<file path="src/rtl/mem_copy_master.sv">
// mem_copy_master
// Bus initiator that copies a block of 32-bit words from a source to a
// destination address. Each word costs one read access followed by one
// write access on the mem_* port set, with a mandatory one-cycle idle gap
// after every completed access.
//
// Ports
//   clock       in   system clock, rising edge
//   reset       in   asynchronous, active-high
//   start       in   one-cycle copy request, honoured only when idle
//   src_addr    in   first source byte address (word aligned)
//   dst_addr    in   first destination byte address (word aligned)
//   length      in   number of words to copy
//   abort       in   stop at the next word boundary
//   busy        out  copy in progress (including the done cycle)
//   done        out  one-cycle completion pulse
//   error       out  sticky failure flag, cleared by the next accepted start
//   err_addr    out  failing access address or the misaligned address
//   mem_addr    out  access address
//   mem_size    out  access size code, always WORD_SIZE_CODE
//   mem_enable  out  access request
//   mem_w_mode  out  1 = write, 0 = read
//   mem_w_data  out  write data
//   mem_r_data  in   read data, valid with mem_ready
//   mem_ready   in   access complete
//   mem_error   in   access failed, qualified by mem_ready

`ifndef MEMORY_ACCESS_SIZE
`define MEMORY_ACCESS_SIZE 1
`endif

module mem_copy_master #(
    parameter int                          LEN_W          = 16,
    parameter logic [`MEMORY_ACCESS_SIZE:0] WORD_SIZE_CODE = 2'd2
) (
    input  logic                          clock,
    input  logic                          reset,
    input  logic                          start,
    input  logic [31:0]                   src_addr,
    input  logic [31:0]                   dst_addr,
    input  logic [LEN_W-1:0]              length,
    input  logic                          abort,
    output logic                          busy,
    output logic                          done,
    output logic                          error,
    output logic [31:0]                   err_addr,
    output logic [31:0]                   mem_addr,
    output logic [`MEMORY_ACCESS_SIZE:0]  mem_size,
    output logic                          mem_enable,
    output logic                          mem_w_mode,
    output logic [31:0]                   mem_w_data,
    input  logic [31:0]                   mem_r_data,
    input  logic                          mem_ready,
    input  logic                          mem_error
);

    typedef enum logic [2:0] {
        S_IDLE  = 3'd0,
        S_READ  = 3'd1,
        S_WRITE = 3'd2,
        S_GAP   = 3'd3,
        S_DONE  = 3'd4
    } state_t;

    state_t            state_r, state_s;
    logic [31:0]       src_r, src_s;
    logic [31:0]       dst_r, dst_s;
    logic [LEN_W-1:0]  count_r, count_s;
    logic [31:0]       data_r, data_s;
    logic              error_r, error_s;
    logic [31:0]       err_addr_r, err_addr_s;
    logic              pending_r, pending_s;
    // Distinguishes the gap after a write (word finished) from the gap after a read.
    logic              wrote_r, wrote_s;

    function automatic logic misaligned(input logic [1:0] low_bits);
        misaligned = (low_bits != 2'b00);
    endfunction

    assign error    = error_r;
    assign err_addr = err_addr_r;

    // Next-state and datapath update logic.
    always_comb begin
        state_s    = state_r;
        src_s      = src_r;
        dst_s      = dst_r;
        count_s    = count_r;
        data_s     = data_r;
        error_s    = error_r;
        err_addr_s = err_addr_r;
        wrote_s    = wrote_r;
        if ((state_r != S_IDLE) && abort) begin
            pending_s = 1'b1;
        end else begin
            pending_s = pending_r;
        end

        case (state_r)
            S_IDLE: begin
                pending_s = 1'b0;
                if (start) begin
                    error_s    = 1'b0;
                    err_addr_s = 32'h0000_0000;
                    if (misaligned(src_addr[1:0])) begin
                        error_s    = 1'b1;
                        err_addr_s = src_addr;
                        state_s    = S_DONE;
                    end else if (misaligned(dst_addr[1:0])) begin
                        error_s    = 1'b1;
                        err_addr_s = dst_addr;
                        state_s    = S_DONE;
                    end else if (length == {LEN_W{1'b0}}) begin
                        state_s = S_DONE;
                    end else begin
                        src_s   = src_addr;
                        dst_s   = dst_addr;
                        count_s = length;
                        wrote_s = 1'b0;
                        state_s = S_READ;
                    end
                end else begin
                    state_s = S_IDLE;
                end
            end
            S_READ: begin
                if (mem_ready) begin
                    if (mem_error) begin
                        error_s    = 1'b1;
                        err_addr_s = src_r;
                    end else begin
                        data_s = mem_r_data;
                    end
                    wrote_s = 1'b0;
                    state_s = S_GAP;
                end else begin
                    state_s = S_READ;
                end
            end
            S_WRITE: begin
                if (mem_ready) begin
                    if (mem_error) begin
                        error_s    = 1'b1;
                        err_addr_s = dst_r;
                    end else begin
                        src_s   = src_r + 32'd4;
                        dst_s   = dst_r + 32'd4;
                        count_s = count_r - {{(LEN_W-1){1'b0}}, 1'b1};
                    end
                    wrote_s = 1'b1;
                    state_s = S_GAP;
                end else begin
                    state_s = S_WRITE;
                end
            end
            S_GAP: begin
                // Abort only takes effect between words, so a word whose read
                // has completed is always written out.
                if (error_r) begin
                    state_s = S_DONE;
                end else if (!wrote_r) begin
                    state_s = S_WRITE;
                end else if (pending_r || abort || (count_r == {LEN_W{1'b0}})) begin
                    state_s = S_DONE;
                end else begin
                    state_s = S_READ;
                end
            end
            S_DONE: begin
                state_s = S_IDLE;
            end
            default: begin
                state_s = S_IDLE;
            end
        endcase
    end

    // State and datapath registers.
    always_ff @(posedge clock or posedge reset) begin
        if (reset) begin
            state_r    <= S_IDLE;
            src_r      <= 32'h0000_0000;
            dst_r      <= 32'h0000_0000;
            count_r    <= {LEN_W{1'b0}};
            data_r     <= 32'h0000_0000;
            error_r    <= 1'b0;
            err_addr_r <= 32'h0000_0000;
            pending_r  <= 1'b0;
            wrote_r    <= 1'b0;
        end else begin
            state_r    <= state_s;
            src_r      <= src_s;
            dst_r      <= dst_s;
            count_r    <= count_s;
            data_r     <= data_s;
            error_r    <= error_s;
            err_addr_r <= err_addr_s;
            pending_r  <= pending_s;
            wrote_r    <= wrote_s;
        end
    end

    // Registered bus and status outputs, decoded from the next state so they
    // line up with the state they describe.
    always_ff @(posedge clock or posedge reset) begin
        if (reset) begin
            busy       <= 1'b0;
            done       <= 1'b0;
            mem_enable <= 1'b0;
            mem_w_mode <= 1'b0;
            mem_addr   <= 32'h0000_0000;
            mem_w_data <= 32'h0000_0000;
            mem_size   <= WORD_SIZE_CODE;
        end else begin
            busy       <= (state_s != S_IDLE);
            done       <= (state_s == S_DONE);
            mem_enable <= (state_s == S_READ) || (state_s == S_WRITE);
            mem_w_mode <= (state_s == S_WRITE);
            mem_addr   <= (state_s == S_READ)  ? src_s :
                          (state_s == S_WRITE) ? dst_s : 32'h0000_0000;
            mem_w_data <= (state_s == S_WRITE) ? data_s : 32'h0000_0000;
            mem_size   <= WORD_SIZE_CODE;
        end
    end

endmodule
</file>
<file path="config.mk">
export PLATFORM = sky130hd
export DESIGN_NAME = mem_copy_master
export DESIGN_NICKNAME = d
export VERILOG_FILES = /design/src/rtl/mem_copy_master.sv
export SDC_FILE = /design/constraint.sdc
export NUM_CORES = 1
export LEC_CHECK = 0
export BUFFER_PORTS_ARGS = -buffer_cell sky130_fd_sc_hd__buf_4
export CORE_ASPECT_RATIO = 1.5
export CORE_MARGIN = 4
export CORE_UTILIZATION = 62
export CTS_BUF_LIST = sky130_fd_sc_hd__clkbuf_8
export DETAILED_ROUTE_END_ITERATION = 7
export HOLD_SLACK_MARGIN = 0.08
export PLACE_DENSITY = 0.89
export SLEW_MARGIN = 10
export SYNTH_ARGS = -nofsm -noshare
export SYNTH_HDL_FRONTEND = slang
export SYNTH_SLANG_ARGS = --single-unit
</file>
<file path="constraint.sdc">
create_clock -name clock -period 11.1 [get_ports clock]
set_input_delay 1.665 -clock clock [delete_from_list [all_inputs] [get_ports clock]]
set_output_delay 1.665 -clock clock [all_outputs]
set_load 0.02 [all_outputs]
</file>
After elaboration in Yosys (flattened, before gate mapping). Index checks and enable logic that the tools add are counted.

Bits in registers: 218. Input bits: 118. Logic and storage cells: 115. Output and inout port bits: 103.

Eq/ne operators: 17. Add/sub/neg operators: 3. Reductions and logical operators: 20. Mux-type cells: 60.

Operators with widths (count): $mux 32 (25); $pmux 32 s2 (2); $mux 16 (6); $pmux 32 s3 (1); $add 32x3->32 const B (2); $logic_not 16->1 (2); $pmux 16 s2 (1); $mux 3 (7); $ne 2x2->1 const B (9); $sub 16x1->16 const B (1); $mux 1 (14); $reduce_and 7->1 (2); $pmux 3 s4 (1); $reduce_bool 2->1 (5); $eq 3x2->1 const B (3); $reduce_bool 3->1 (3); $eq 3x1->1 const B (2); $reduce_and 6->1 (1); $ne 2x1->1 const B (2); $reduce_and 4->1 (1); $eq 3x3->1 const B (1); $logic_not 3->1 (1); $logic_or 1x1->1 (3); $pmux 1 s3 (1); 4 further kinds (4).

Logic depth before layout (Yosys ltp).
Depth after elaboration: 9. Mapped depth: 10. Depth with buffers taken out: 9.

Least setup slack after synthesis. No wires, ideal clock.

Path kind: input to register. Start: in dst_addr[0]. End: reg mem_addr[18]. Arrival: 3.459 ns. Data required time: 10.979 ns. Path buffers: 1. Stages: 7. Setup time: 0.121 ns. Path slack: 7.520 ns. Cell sequence: nor4_2 nand2_1 nor3_1 clkbuf_1 nor2_1 a221o_1 a22o_1.

Elaborated cells between the ends (all ways): 17. Those cells by class: eq/ne: 2; mux: 14; reduce/logical: 1.

RTL lines: from (decl) (line 40) `input logic [31:0] dst_addr,`; $reduce_bool 2->1 (line 77) `misaligned = (low_bits != 2'b00);`; $mux 32 (line 109) `end else if (misaligned(dst_addr[1:0])) begin`; $mux 32 (line 105) `if (misaligned(src_addr[1:0])) begin`; $mux 32 (line 102) `if (start) begin`; $pmux 32 s2 (line 99) `case (state_r)`; via src_s[18] (line 66) `logic [31:0] src_r, src_s;`; $mux 32 (line 219) `mem_addr <= (state_s == S_READ) ? src_s :`; to (signal assigned) (line 219); to (decl) (line 47) `output logic [31:0] mem_addr,`.

The timed path passes the listed nets, and every way through them passes these cells. A chain may end at the register's enable or synchronous reset.

Worst setup path after layout.
Start: in length[0]. End: reg mem_addr[22].

Longest elaborated chain between the ends: 9. Elaborated cells between the ends (all ways): 20. Those cells by class: eq/ne: 2; mux: 17; reduce/logical: 1.

Ends and longest elaborated chain: from (decl) (line 41) `input logic [LEN_W-1:0] length,`; $logic_not 16->1 (*) (line 113) `end else if (length == {LEN_W{1'b0}}) begin`; $mux 3 (*) (line 113); $mux 3 (*) (line 109); $mux 3 (*) (line 105); $mux 3 (*) (line 102); $pmux 3 s4 (*) (line 99); via state_s[0] (line 65) `state_t state_r, state_s;`; $eq 3x2->1 (line 220) `(state_s == S_WRITE) ? dst_s : 32'h0000_0000;`; $mux 32 (line 220); $mux 32 (*) (line 219).

Mark *: on every way through the listed nets, which the timed path passes. The rest lies on a longest branch.

==> impl_metrics.tcl <==
set metrics [dict create \
    place.port_buffers 218 \
    cts.root.buffer_cell "sky130_fd_sc_hd__clkbuf_8" \
    die_h_um 170.5 \
    total_leakage_power_nw 6.035 \
    period_needed_ns 3.772 \
    num_vias 10167 \
    r2r_cells 9 \
    synth-seq-area-share_pct 49.99 \
    cts_setup_buffers 0 \
    route.detailed.drc 0 \
    grt_setup_unrepaired "false" \
    synthFlopType "sky130_fd_sc_hd__dfrtp_1" \
    max_slew_margin_pct 24.80 \
    netlist.top_cell.by_area "sky130_fd_sc_hd__dfrtp_1" \
    cts_sinks 218 \
    critical_path.max_stage_delay_ns 0.52 \
    max_slew.worst_pin.slew_ns 1.128 \
    synthesized_flop_and_latch_total 218 \
    final.period_utilization_pct 33.98 \
    synth_async_sr_flop_share_pct 100.0 \
    vias_in_the_first_global_route 10011 \
    detailedRoute.firstPassIterationCount 6 \
    place.detailed.hpwl_um 23190 \
    slew_viol_final 0 \
    grt_util_all_layers_pct 33.19 \
    tritoncts.num_buffers 31 \
    global_route_wire_length_before_repair_um 52120 \
    grt_start_max_net_pins 142 \
    dieArea_sq_um 19830 \
    worst-setup-path-type "in2reg" \
    register_area_sq_um 5455 \
    cts-hold-fix-buffers 0 \
    chipWidth_um 116.3 \
    critical_path.slowest_cell "sky130_fd_sc_hd__nand4_1" \
    cts.clk_slew.worst_paths_ns 0.07 \
    synthDominantCellAreaShare_pct 49.99 \
    grt_overflow_total 0 \
    n_fill_cell 1182 \
    wl_per_cell_um 22.43 \
    status "finished clean" \
    timing.critical_path.mode_cell "sky130_fd_sc_hd__buf_4" \
    final_cells 1507 \
    detail-route-antenna-nets 0 \
    synth.cell_area_sq_um 10910 \
    post_cts.resized_instances 0 \
    max_freq_mhz 265.1 \
    max_cap_violations 0 \
    placed_cells_incl_taps 1451 \
    areaGrowthSynthToFinish_pct 22.02 \
    number_of_standard_cell_rows_in_the_floorplan 59 \
    final_nets 1392 \
    max-clock-path-buffers 3 \
    floorplan.initialDensity_pct 62.90 \
    ioPinCount 221 \
    antennaDiodeCount 0 \
    synth.net_count 1201 \
    antenna_found_initial 0 \
    synth.lib_cells_used.distinct 71 \
    final_hold_vios 0 \
    required_time_reported_for_the_critical_path_endpoint_ns 11.57 \
    cts_tree "yes" \
    synthesis.yosys.warnings 0 \
    peakVddDrop_v 0.0001606 \
    cellPowerDensity_nw_per_um2 238.9 \
    worst_skew_pair.late_latency_ns 0.58 \
    drt-vias-per-instance 6.747 \
    worstSetupStartpointType "input port" \
    gp_congestion 0.9927 \
    critical_path.top_delay_family "simple AND/OR/NAND/NOR gates" \
    setup_viol 0 \
    totalWireLength_um 33800 \
    core-area_sq_um 17350 \
    endpoint_kind "flop" \
    cp_num_cells 8 \
    drtIter0Drc 1271 \
    worst-endpoint-arrival_ns 4.24 \
    setup_skew_after_layout_ns 0.02297 \
    final.setup.tns_ns 0 \
    crit_path_cell_trace "buf_4 -> nor4_1 -> nand4_1 -> nand3_1 -> o211ai_4 -> and2_1 -> buf_4 -> a22o_1" \
    multi_input_area_sq_um 5102 \
    worstHoldPathCells 2 \
    htree_levels 1 \
    syn_area_per_cell_sq_um 10.10 \
    synth-edff-count 0 \
    min-delay-path-class "reg2reg" \
    ranking_of_synthesized_cells_by_area "sky130_fd_sc_hd__dfrtp_1, sky130_fd_sc_hd__mux2_2, sky130_fd_sc_hd__o21ai_0" \
    fraction_of_layout_instances_using_a_drive_strength_above_1_pct 28.44 \
    cp.buffers_inverters 2 \
    synth_cells 1080 \
    crit_fanout 18 \
]
[cells in the mapped netlist (4+ instances only)]
library cell / number
sky130_fd_sc_hd__or4_1: 7
sky130_fd_sc_hd__o221a_2: 4
sky130_fd_sc_hd__a32oi_1: 6
sky130_fd_sc_hd__o211ai_1: 26
sky130_fd_sc_hd__a22o_1: 29
sky130_fd_sc_hd__mux2i_1: 12
sky130_fd_sc_hd__mux2_2: 62
sky130_fd_sc_hd__a221o_1: 12
sky130_fd_sc_hd__nand3_1: 55
sky130_fd_sc_hd__nor2b_1: 11
sky130_fd_sc_hd__and3_1: 13
sky130_fd_sc_hd__o22a_1: 9
sky130_fd_sc_hd__dfrtp_1: 218
sky130_fd_sc_hd__clkbuf_1: 58
sky130_fd_sc_hd__nor4_1: 20
sky130_fd_sc_hd__buf_4: 5
sky130_fd_sc_hd__nand2_1: 104
sky130_fd_sc_hd__nand4_1: 20
sky130_fd_sc_hd__a21oi_1: 36
sky130_fd_sc_hd__o22ai_1: 7
sky130_fd_sc_hd__inv_1: 14
sky130_fd_sc_hd__or3_1: 6
sky130_fd_sc_hd__o21ai_0: 78
sky130_fd_sc_hd__a22oi_1: 14
sky130_fd_sc_hd__a31oi_1: 7
sky130_fd_sc_hd__and2_1: 41
sky130_fd_sc_hd__nor3_1: 23
sky130_fd_sc_hd__a222oi_1: 26
sky130_fd_sc_hd__buf_1: 6
sky130_fd_sc_hd__and4_1: 9
sky130_fd_sc_hd__nor2_1: 64
sky130_fd_sc_hd__xnor2_1: 6
sky130_fd_sc_hd__nand2b_1: 4
[routing by layer]
| metal | GRT usage [%] | part of all wire (%) | wire length [um] |
|---|---|---|---|
| met1 | 39.63 | 34 | 11540 |
| met2 | 56.90 | 51 | 17190 |
| met3 | 6.190 | 10 | 3425 |
| met4 | 16.30 | 4.9 | 1646 |
| met5 | 0 | 0 | 0 |
[layout by cell type, fill, tap and decap left out, drive strengths merged, types with 11 or more instances in the layout]
| master | n |
|---|---|
| nand4 | 20 |
| nand3 | 55 |
| a22o | 29 |
| and2 | 42 |
| nand2 | 104 |
| clkbuf | 40 |
| mux2i | 12 |
| nor2b | 11 |
| nor3 | 24 |
| nor4 | 22 |
| a21oi | 36 |
| mux2 | 62 |
| o21ai | 79 |
| a22oi | 14 |
| dfrtp | 218 |
| inv | 23 |
| a222oi | 26 |
| nor2 | 64 |
| and3 | 13 |
| buf | 233 |
| a221o | 12 |
| o211ai | 27 |
[cell families after synthesis]
| kind of cell | share of synthesized area, % |
|---|---|
| DFF | 49.99 |
| adders and majority gates | 0.3440 |
| and+or+nand+nor | 18.70 |
| other | 0.06883 |
| buffers and inverters | 3.555 |
| muxes | 7.499 |
| AOI/OAI and AO/OA | 19.11 |
| xor gates and xnor gates | 0.7224 |
[state kept, by name, summed over array words and instances, names as in the netlist]
signal,flops
data_r,32
dst_r,32
err_addr,32
mem_addr,32
mem_w_data,32
src_r,32
count_r,16
state_r,3
busy,1
done,1
error,1
mem_enable,1
mem_w_mode,1
pending_r,1
wrote_r,1
[where the power goes]
part / switching, mW / internal (mW)
sequential: 0.270 / 1.08
clock: 0.307 / 0.369
combinational: 0.674 / 0.482
[worst paths after layout]
path                       slack, ns                       end                     from
max in group asynchronous       8.29  err_addr[25]$_DFFE_PP0P_                    reset
setup reg to reg                7.80    mem_addr[22]$_DFF_PP0_   count_r[0]$_DFFE_PP0P_
min in group asynchronous       1.27   mem_w_data[0]$_DFF_PP0_                    reset
hold / removal                  0.48   err_addr[0]$_DFFE_PP0P_  err_addr[0]$_DFFE_PP0P_
hold reg to reg                 0.48   err_addr[0]$_DFFE_PP0P_  err_addr[0]$_DFFE_PP0P_
setup / recovery                7.33    mem_addr[22]$_DFF_PP0_                length[0]
[worst reg2reg max path: stages (launching register included)]
cell,delay (ns)
sky130_fd_sc_hd__dfrtp_1,0.40
sky130_fd_sc_hd__inv_1,0.10
sky130_fd_sc_hd__ha_1,0.23
sky130_fd_sc_hd__or4b_4,0.51
sky130_fd_sc_hd__or4_4,0.49
sky130_fd_sc_hd__o31ai_4,0.34
sky130_fd_sc_hd__o211ai_4,0.16
sky130_fd_sc_hd__and2_1,0.38
sky130_fd_sc_hd__buf_4,0.33
sky130_fd_sc_hd__a22o_1,0.26
[metrics by stage]
stage / setup WS [ns] / hold slack, ns / utilization, % / total power, mW / area (sq um)
finish: 7.328 / 0.4816 / 76.75 / 3.181 / 13310
global route: 7.261 / 0.4993 / 76.75 / 3.337 / 13310
CTS: 7.450 / 0.4864 / 76.71 / 3.163 / 13310
detailed placement: 6.855 / 0.4726 / 72.84 / 2.490 / 12640
global placement: 6.898 / 0.4669 / 72.84 / 2.439 / 12640
floorplan: 3.471 / 0.4571 / - / 2.020 / 10910
[area by class of cell]
| cell class | instances | share of cell area, % |
|---|---|---|
| Inverter | 15 | 0.5169 |
| Clock buffer | 40 | 4.135 |
| Multi-Input combinational cell | 772 | 38.32 |
| Clock inverter | 16 | 0.9116 |
| Sequential cell | 218 | 40.97 |
| Timing Repair Buffer | 233 | 13.14 |
| Tap cell | 213 | 2.002 |
Power figures use the tool's default switching activity.
